`config.mk`:
```
export PLATFORM = sky130hd
export DESIGN_NAME = pic_int_sequencer
export DESIGN_NICKNAME = d
export VERILOG_FILES = /design/src/rtl/pic_pkg.sv /design/src/rtl/pic_prio_select.sv /design/src/rtl/pic_int_sequencer.sv
export SDC_FILE = /design/constraint.sdc
export NUM_CORES = 1
export LEC_CHECK = 0
export ABC_AREA = 0
export CAP_MARGIN = 20
export CORE_MARGIN = 4
export CORE_UTILIZATION = 40
export CTS_CLUSTER_SIZE = 14
export DETAILED_ROUTE_END_ITERATION = 16
export PLACE_DENSITY_LB_ADDON = 0.25
export SETUP_SLACK_MARGIN = 0.02
export SYNTH_ARGS = -nofsm -noshare
export SYNTH_HDL_FRONTEND = slang
export SYNTH_SLANG_ARGS = --single-unit
```
`constraint.sdc`:
```
create_clock -name clk -period 7.8 [get_ports clk]
set_input_delay 2.34 -clock clk [delete_from_list [all_inputs] [get_ports clk]]
set_output_delay 2.34 -clock clk [all_outputs]
set_load 0.01 [all_outputs]
```
`src/rtl/pic_pkg.sv`:
```
// ---------------------------------------------------------------------------
// pic_pkg
// Shared definitions for the 8259-style interrupt sequencer:
//   - level-count / level-index width constants
//   - sequencer FSM state encoding
//   - the level reported for a spurious acknowledge
//   - small helpers for priority rank and one-hot level masks
// ---------------------------------------------------------------------------
package pic_pkg;

    localparam int NLVL  = 8;   // number of interrupt levels
    localparam int LVL_W = 3;   // bits needed to index a level

    typedef enum logic [1:0] {
        IDLE = 2'd0,
        PEND = 2'd1,
        ACK1 = 2'd2
    } pic_state_e;

    // Level returned in the vector when nothing valid remains at the first INTA.
    localparam logic [LVL_W-1:0] SPURIOUS_LVL = 3'd7;

    // Priority rank of a level relative to the rotating base; 0 is the highest.
    // The 3-bit subtraction gives the modulo-8 wrap for free.
    function automatic logic [LVL_W-1:0] lvl_rank(input logic [LVL_W-1:0] lvl,
                                                  input logic [LVL_W-1:0] base);
        return lvl - base;
    endfunction

    function automatic logic [NLVL-1:0] lvl_onehot(input logic [LVL_W-1:0] lvl);
        return NLVL'(1) << lvl;
    endfunction

endpackage

```
`src/rtl/pic_prio_select.sv`:
```
// ---------------------------------------------------------------------------
// pic_prio_select
// Combinational rotating-priority encoder: returns the set bit of req_i with
// the lowest rank relative to base_i.
//   req_i    in  8  request vector
//   base_i   in  3  level currently holding rank 0
//   lvl_o    out 3  winning level (0 when nothing is set)
//   found_o  out 1  at least one bit of req_i is set
// ---------------------------------------------------------------------------
module pic_prio_select
    import pic_pkg::*;
(
    input  logic [NLVL-1:0]  req_i,
    input  logic [LVL_W-1:0] base_i,
    output logic [LVL_W-1:0] lvl_o,
    output logic             found_o
);

    logic [LVL_W-1:0] lvl_l;

    // Walk from the lowest priority (rank 7) up to rank 0 so the last hit,
    // i.e. the lowest rank, is the one that sticks.
    always_comb begin
        lvl_o   = '0;
        found_o = 1'b0;
        lvl_l   = '0;
        for (int i = NLVL - 1; i >= 0; i--) begin
            lvl_l = base_i + LVL_W'(i);
            if (req_i[lvl_l]) begin
                lvl_o   = lvl_l;
                found_o = 1'b1;
            end
        end
    end

endmodule

```
`src/rtl/pic_int_sequencer.sv`:
```
// ---------------------------------------------------------------------------
// pic_int_sequencer
// Interrupt acknowledge / in-service controller of an 8259-style PIC.
// Registers requests (IRR), holds the in-service register (ISR) and rotating
// priority base, raises INT for a request that out-ranks everything in
// service, runs the two-pulse INTA sequence returning the vector, and handles
// specific / non-specific EOI, automatic EOI and rotate-on-EOI.
//
// Parameters
//   VEC_BASE      vector base; bits [7:3] form the upper vector bits
// Ports
//   clk           in  1  rising-edge clock
//   rst           in  1  asynchronous active-high reset
//   irq_req       in  8  level requests (already synchronous to clk)
//   imr           in  8  mask, 1 = level masked
//   rotate_mode   in  1  rotate priority base on every EOI (normal or auto)
//   aeoi          in  1  automatic EOI on the second INTA
//   inta          in  1  one-cycle strobe per CPU INTA pulse
//   eoi           in  1  one-cycle EOI strobe
//   eoi_specific  in  1  1 = specific EOI, 0 = non-specific
//   eoi_level     in  3  level for a specific EOI
//   int_out       out 1  interrupt request to the CPU
//   vec_out       out 8  vector, meaningful while vec_valid is high
//   vec_valid     out 1  one-cycle vector strobe
//   irr           out 8  registered request register
//   isr           out 8  in-service register
//   prio_base     out 3  level currently holding highest priority
// ---------------------------------------------------------------------------
module pic_int_sequencer
    import pic_pkg::*;
#(
    parameter logic [7:0] VEC_BASE = 8'h08
) (
    input  logic             clk,
    input  logic             rst,
    input  logic [NLVL-1:0]  irq_req,
    input  logic [NLVL-1:0]  imr,
    input  logic             rotate_mode,
    input  logic             aeoi,
    input  logic             inta,
    input  logic             eoi,
    input  logic             eoi_specific,
    input  logic [LVL_W-1:0] eoi_level,
    output logic             int_out,
    output logic [7:0]       vec_out,
    output logic             vec_valid,
    output logic [NLVL-1:0]  irr,
    output logic [NLVL-1:0]  isr,
    output logic [LVL_W-1:0] prio_base
);

    // ---------------- state ----------------
    pic_state_e       state_q;
    logic [NLVL-1:0]  irr_q;
    logic [NLVL-1:0]  isr_q,  isr_d;
    logic [LVL_W-1:0] prio_q, prio_d;
    logic [LVL_W-1:0] sel_q;
    logic             spur_q;
    logic             int_q;
    logic [7:0]       vec_q;
    logic             vld_q;

    // ---------------- priority resolution ----------------
    logic [LVL_W-1:0] cand_lvl;
    logic             cand_found;
    logic [LVL_W-1:0] ins_lvl;
    logic             ins_found;
    logic             cand_valid;

    pic_prio_select u_cand_sel (
        .req_i   (irr_q & ~imr),
        .base_i  (prio_q),
        .lvl_o   (cand_lvl),
        .found_o (cand_found)
    );

    pic_prio_select u_isr_sel (
        .req_i   (isr_q),
        .base_i  (prio_q),
        .lvl_o   (ins_lvl),
        .found_o (ins_found)
    );

    // Fully nested: a request only interrupts if it strictly out-ranks the
    // highest level already in service (equal rank means the same level).
    assign cand_valid = cand_found &&
                        (!ins_found ||
                         (lvl_rank(cand_lvl, prio_q) < lvl_rank(ins_lvl, prio_q)));

    // ---------------- ISR / priority next state ----------------
    logic             ack_set;   // first INTA with a real winner
    logic             aeoi_clr;  // second INTA in auto-EOI mode
    logic             eoi_hit;   // EOI that actually clears a bit
    logic [LVL_W-1:0] eoi_lvl;

    assign ack_set  = (state_q == PEND) && inta && cand_valid;
    assign aeoi_clr = (state_q == ACK1) && inta && aeoi && !spur_q;

    always_comb begin
        eoi_lvl = eoi_specific ? eoi_level : ins_lvl;
        eoi_hit = eoi && (eoi_specific ? isr_q[eoi_level] : ins_found);
    end

    // Clears are applied before the acknowledge set, so a same-cycle EOI of
    // the level being acknowledged leaves that bit set.
    always_comb begin
        isr_d  = isr_q;
        prio_d = prio_q;
        if (eoi_hit) begin
            isr_d = isr_d & ~lvl_onehot(eoi_lvl);
            if (rotate_mode) prio_d = eoi_lvl + 3'd1;
        end
        if (aeoi_clr) begin
            isr_d = isr_d & ~lvl_onehot(sel_q);
            if (rotate_mode) prio_d = sel_q + 3'd1;
        end
        if (ack_set) begin
            isr_d = isr_d | lvl_onehot(cand_lvl);
        end
    end

    // ---------------- sequencer FSM ----------------
    always_ff @(posedge clk or posedge rst) begin
        if (rst) begin
            state_q <= IDLE;
            irr_q   <= '0;
            isr_q   <= '0;
            prio_q  <= '0;
            sel_q   <= '0;
            spur_q  <= 1'b0;
            int_q   <= 1'b0;
            vec_q   <= '0;
            vld_q   <= 1'b0;
        end else begin
            irr_q  <= irq_req;
            isr_q  <= isr_d;
            prio_q <= prio_d;
            vld_q  <= 1'b0;
            case (state_q)
                IDLE: begin
                    // INTA outside a sequence is deliberately ignored.
                    if (cand_valid) begin
                        state_q <= PEND;
                        int_q   <= 1'b1;
                    end
                end
                PEND: begin
                    // INT stays up even if the request vanishes; the first
                    // INTA decides between a real and a spurious acknowledge.
                    if (inta) begin
                        int_q   <= 1'b0;
                        state_q <= ACK1;
                        if (cand_valid) begin
                            sel_q  <= cand_lvl;
                            spur_q <= 1'b0;
                        end else begin
                            sel_q  <= SPURIOUS_LVL;
                            spur_q <= 1'b1;
                        end
                    end
                end
                ACK1: begin
                    if (inta) begin
                        vec_q   <= {VEC_BASE[7:3], sel_q};
                        vld_q   <= 1'b1;
                        state_q <= IDLE;
                    end
                end
                default: begin
                    state_q <= IDLE;
                    int_q   <= 1'b0;
                end
            endcase
        end
    end

    // ---------------- outputs ----------------
    assign int_out   = int_q;
    assign vec_out   = vec_q;
    assign vec_valid = vld_q;
    assign irr       = irr_q;
    assign isr       = isr_q;
    assign prio_base = prio_q;

endmodule

```
==> results.cfg, run 1 <==
[clocking]
clkSinkCount = 31
cts_buffer_depth = 2
cts_resized = 0
htreeDepth = 2
postCtsSetupBuffers = 0
cts_tree = done
cts_hold_buffers = 0
clk_pin_slew_ns = 0.07
clkLatencyLatePin_ns = 0.28
root_buffer = clkbuf_8
numCtsBuffers = 5

[detailed_routing]
wire_per_inst_um = 18.74
drc = 0
drt_first_pass_iters = 5
drt_iter0_drc = 288
ant_nets = 0
routed_via_density = 6.148
wirelength_um = 9783
num_vias = 3209

[synth]
synth_seq_cells = 31
async_reset_ff_share_pct = 100.0
synth_area_leaders = dfrtp_1 (22%), mux4_2 (16%), ha_1 (6.4%)
syn_inst = 369
yosys.area.top_type_share_pct = 21.91
mappedNetlistArea_um2 = 3541
ys_seq_area_share_pct = 21.91
synth_warnings = 0
syn_avg_cell_area_um2 = 9.596
ys.flop_type = dfrtp_1
synth_edf_count = 0
synth.distinct_cells = 72
synth.largest_area_cell = dfrtp_1

[setup_path]
critPathBufInv = 3
path_class = in2reg
r2r-start = prio_base[1]
cpPeakStageDelay_ns = 0.59
critPathRequiredTime_ns = 8.01
critPathCaptureType = register
arrival_ns = 6.73
crit_fanout = 6
r2r-end = isr[5]
crit_chain = clkdlybuf4s50_1 > nor2b_1 > a21oi_1 > mux4_2 > or2_0 > a31oi_1 > o211ai_1 > nand4_2 > inv_2 > ha_1 > fa_1 > inv_1 > ha_1 > a21o_1 > a21oi_1 > o32ai_1 > or2_4 > or3_1 > o21ai_1
cp_top_family = simple AND/OR/NAND/NOR gates
r2r_slack_ns = 1.70
slowest_stage = mux4_2
r2r_cells = 17
crit_path_start_kind = input port

[place]
gp_congestion = 0.8703
numPortBuffers = 50
preCtsSetupSlack_ns = 1.053
dp_hpwl_um = 7430

[timing]
worst_pin_slew_ns = 0.9030
clock_skew_ns = 0.01024
post-route-period-util_pct = 83.51
setup_tns_ns = 0
max_freq_mhz = 153.5
relSlewSlack_pct = 39.80
timing_hold_violations_final = 0
rsz0062_at_grt = no
finalMaxSlewViolations = 0
finalCriticalPeriod_ns = 6.514
setup_viol = 0
setup_ws_ns = 1.286

[hold_path]
hold_class = reg2reg
min_from = vec_out[3]
hold_end = vec_out[3]
holdPathStages = 1

[finish]
drive_gt1_share_pct = 14.25
diodes = 0
nets = 459
fill_cells = 839
ff_latch_area_um2 = 777.0
area_delta_synth_final_pct = 17.49
multi_input_area_um2 = 2554

[run_status]
status = completed

[floorplanning]
die_area_um2 = 10420
die_w_um = 102.1
coreArea_um2 = 8678
die_y_um = 102.1
start_util_pct = 40.80
pin_count = 55
placement_rows = 34

[grt]
grt_overflow = 0
grtUsageTotal_pct = 19.71
grt_pass1_wl_um = 16290
grt_pass1_vias = 3096
grt_max_degree = 39
antenna_found_initial = 0

[flow_run]
drv_cap = 0
==> logic make-up (layout without fill, tap and decap cells) <==
group                      Yosys count  in the layout  synth area share, %
AOI/OAI and AO/OA                  104            104                21.06
and+or+nand+nor                    114            114                17.10
buffers and inverters               42             84                6.289
DFF                                 31             31                21.91
other                                1              4               0.1059
adders and majority gates           20             20                7.491
muxes                               50             50                23.25
xor gates and xnor gates             7              7                2.792
==> registers in the layout (all words and copies together) (netlist names), named ones only <==
name / flops
vec_out: 4
isr: 8
prio_base: 2
irr: 8
int_out: 1
spur_q: 1
sel_q: 3
state_q: 2
vec_valid: 1
==> through the flow <==
stage               utilization [%]  area (um2)  instances  hold WS, ns
finish                        47.94        4160        522       0.4663
global route                  47.94        4160        522       0.5049
floorplan                         -        3552        372       0.4388
CTS                           47.94        4160        522       0.4647
global placement              47.00        4079        514       0.4531
detailed placement            47.00        4079        514       0.4552
==> cell usage in the layout (no fill, tap or decap), types with 10 or more instances in the layout <==
cell,count
clkdlybuf4s50_1,50
nand2_1,40
dfrtp_1,30
mux4_2,25
mux2i_1,19
ha_1,18
inv_1,17
nor2_1,17
nand2b_1,14
o21ai_0,14
a21oi_1,14
o211ai_1,10
==> final cells by class <==
type / instances / area share [%]
Timing Repair Buffer: 54 / 12.75
Tap cell: 108 / 3.248
Clock buffer: 7 / 1.835
Inverter: 22 / 1.985
Multi-Input combinational cell: 299 / 61.38
Clock inverter: 1 / 0.1203
Sequential cell: 31 / 18.68
==> layer usage <==
metal  share of wire (%)  global-route usage, %  vias up
li1                    -                      -     1490
met1                  45                  27.58     1561
met2                  47                  30.63      141
met3                 6.8                  4.232       17
met4                 1.5                  6.155        0
met5                   0                      0        -
==> cells in the mapped netlist, types with 2 or more instances <==
cell	number
nand2_1	40
dfrtp_1	31
mux4_2	25
mux2i_1	19
ha_1	18
inv_1	17
nor2_1	17
a21oi_1	14
nand2b_1	14
o21ai_0	14
o211ai_1	10
nand3_1	9
nor2b_1	9
a22oi_1	7
a31oi_1	7
o31ai_1	7
buf_4	6
a211oi_1	5
and2_1	5
mux2_2	5
buf_2	4
clkbuf_1	4
inv_2	4
nor4_1	4
o21a_1	4
o21ai_1	4
o21bai_1	4
a21o_1	3
a221o_1	3
o221ai_1	3
o22ai_1	3
xor2_1	3
buf_1	2
buf_6	2
buf_8	2
fa_1	2
nor3b_1	2
o22a_1	2
xnor2_1	2
==> how the worst max path moves through the flow <==
| stage | cells after the start | slack (ns) | from | end |
|---|---|---|---|---|
| floorplan | 18 | 1.83 | imr[3] | isr[4] |
| global placement | 19 | 1.14 | imr[3] | isr[5] |
| detailed placement | 19 | 1.05 | imr[3] | isr[5] |
| CTS | 19 | 1.33 | imr[6] | isr[5] |
| global route | 19 | 0.98 | imr[3] | isr[2] |
| finish | 19 | 1.29 | imr[6] | isr[5] |
Power of run 1 is not shown: default switching activity piles up to over one toggle a cycle in this logic, so the estimate is an artifact.
==> run 2, diff against run 1 <==
- clock period: 7.8 -> 5.8 ns (I/O delays scaled with it)
==> run 2 against run 1 <==
  * Count of clock-buffer cells in the layout decreased by 1
  * Cell count increased by 6.1%
  * Critical path depth increased by 1
  * Global-route usage increased by 0.75 points
  * Setup slack got worse by 1.1 ns
==> results.cfg, run 2 (synthesis results as in run 1) <==
[run_status]
status = completed

[setup_path]
path_class = in2reg
r2r-end = isr[4]
r2r_cells = 16
arrival_ns = 5.81
critPathCaptureType = register
crit_fanout = 5
r2r_slack_ns = 0.68
critPathRequiredTime_ns = 6.01
crit_path_start_kind = input port

[timing]
clock_skew_ns = 0.003173
finalCriticalPeriod_ns = 5.606
worst_pin_slew_ns = 0.7683
setup_viol = 0
finalMaxSlewViolations = 0
timing_hold_violations_final = 0
max_freq_mhz = 178.4
post-route-period-util_pct = 96.66
relSlewSlack_pct = 48.78

[finish]
fill_cells = 803
nets = 492
ff_latch_area_um2 = 777.0
final_common_cell = clkdlybuf4s50_1
final_cell_mix = clkdlybuf4s50_1 (48), nand2_1 (40), buf_4 (37), dfrtp_1 (30), mux4_2 (25)
final_cells = 554
diodes = 0
drive_gt1_share_pct = 24.44
area_delta_synth_final_pct = 27.53
multi_input_area_um2 = 2650

[floorplanning]
die_area_um2 = 10420
die_w_um = 102.1
start_util_pct = 40.80
pin_count = 55
die_y_um = 102.1
placement_rows = 34
coreArea_um2 = 8678

[clocking]
cts_buffer_depth = 2
cts_tree = done
htreeDepth = 2
clk_pin_slew_ns = 0.06
clkSinkCount = 31
clkLatencyLatePin_ns = 0.28
numCtsBuffers = 5
root_buffer = clkbuf_8
postCtsSetupBuffers = 0

[place]
gp_congestion = 0.9389
dp_hpwl_um = 7912
numPortBuffers = 50
dp_cells = 547

[grt]
grtUsageTotal_pct = 20.45
grt_overflow = 0
grt_pass1_wl_um = 17020
grt_pass1_vias = 3380
antenna_found_initial = 0
grt_max_degree = 32

[hold_path]
holdPathStages = 1
hold_class = reg2reg
hold_end = vec_out[3]
min_from = vec_out[3]

[detailed_routing]
drt_first_pass_iters = 4
wire_per_inst_um = 18.14
drc = 0
ant_nets = 0
num_vias = 3285
routed_via_density = 5.930
wirelength_um = 10050
drt_iter0_drc = 239

[flow_run]
drv_cap = 0
-- run 2: cell type report --
cell class	instances	area share [%]
clock buffers	6	1.829
clock inverters	1	0.1108
inverters	22	1.829
multi-input cells	299	58.69
flip-flops and latches	31	17.21
well taps	108	2.993
repair buffers	87	17.35
-- run 2: worst max path at each step --
stage | cells past startpoint | to | from | slack, ns
finish | 20 | isr[4] | imr[1] | 0.19
global route | 20 | isr[4] | imr[1] | -0.03
CTS | 20 | isr[4] | imr[0] | 0.14
detailed placement | 20 | isr[4] | imr[0] | -0.14
global placement | 19 | isr[5] | imr[2] | -0.09
floorplan | 18 | isr[4] | imr[3] | 0.43
-- run 2: metal layers --
layer | vias to the layer above | track usage (%) | routed length (um)
li1 | 1546 | - | -
met1 | 1640 | 29.45 | 4529
met2 | 91 | 32.58 | 4970
met3 | 8 | 2.935 | 457
met4 | 0 | 5.045 | 94
met5 | - | 0 | 0
-- run 2: through the flow --
| stage | TNS [ns] | instance area (um2) | setup slack (ns) | util, % | hold WS (ns) |
|---|---|---|---|---|---|
| global placement | -0.5000 | 4327 | -0.08748 | 49.86 | 0.4524 |
| floorplan | 0 | 3552 | 0.4339 | - | 0.4388 |
| CTS | 0 | 4414 | 0.1436 | 50.87 | 0.4773 |
| global route | -0.08436 | 4516 | -0.02846 | 52.03 | 0.5222 |
| finish | 0 | 4516 | 0.1939 | 52.03 | 0.4741 |
| detailed placement | -1.021 | 4327 | -0.1390 | 49.86 | 0.4553 |
-- run 2: critical path, cell delays in order --
cell,delay (ns)
clkdlybuf4s50_1,0.44
nor2b_2,0.15
mux2i_1,0.09
buf_4,0.16
mux4_2,0.46
buf_4,0.17
o31ai_2,0.17
o211ai_1,0.14
nand4_2,0.10
inv_2,0.05
ha_1,0.18
fa_1,0.48
inv_1,0.04
ha_1,0.29
a21o_1,0.17
a21oi_2,0.15
o32ai_2,0.12
or2_4,0.26
or3_1,0.33
o21ai_1,0.13
-- run 2: what timing repair did --
action	in CTS	in global routing
gates resized for setup	0	21
endpoints found under the setup margin	0	13
endpoints found under the hold margin	0	0
hold buffers	0	0
Power of run 2 is left out for the same reason.
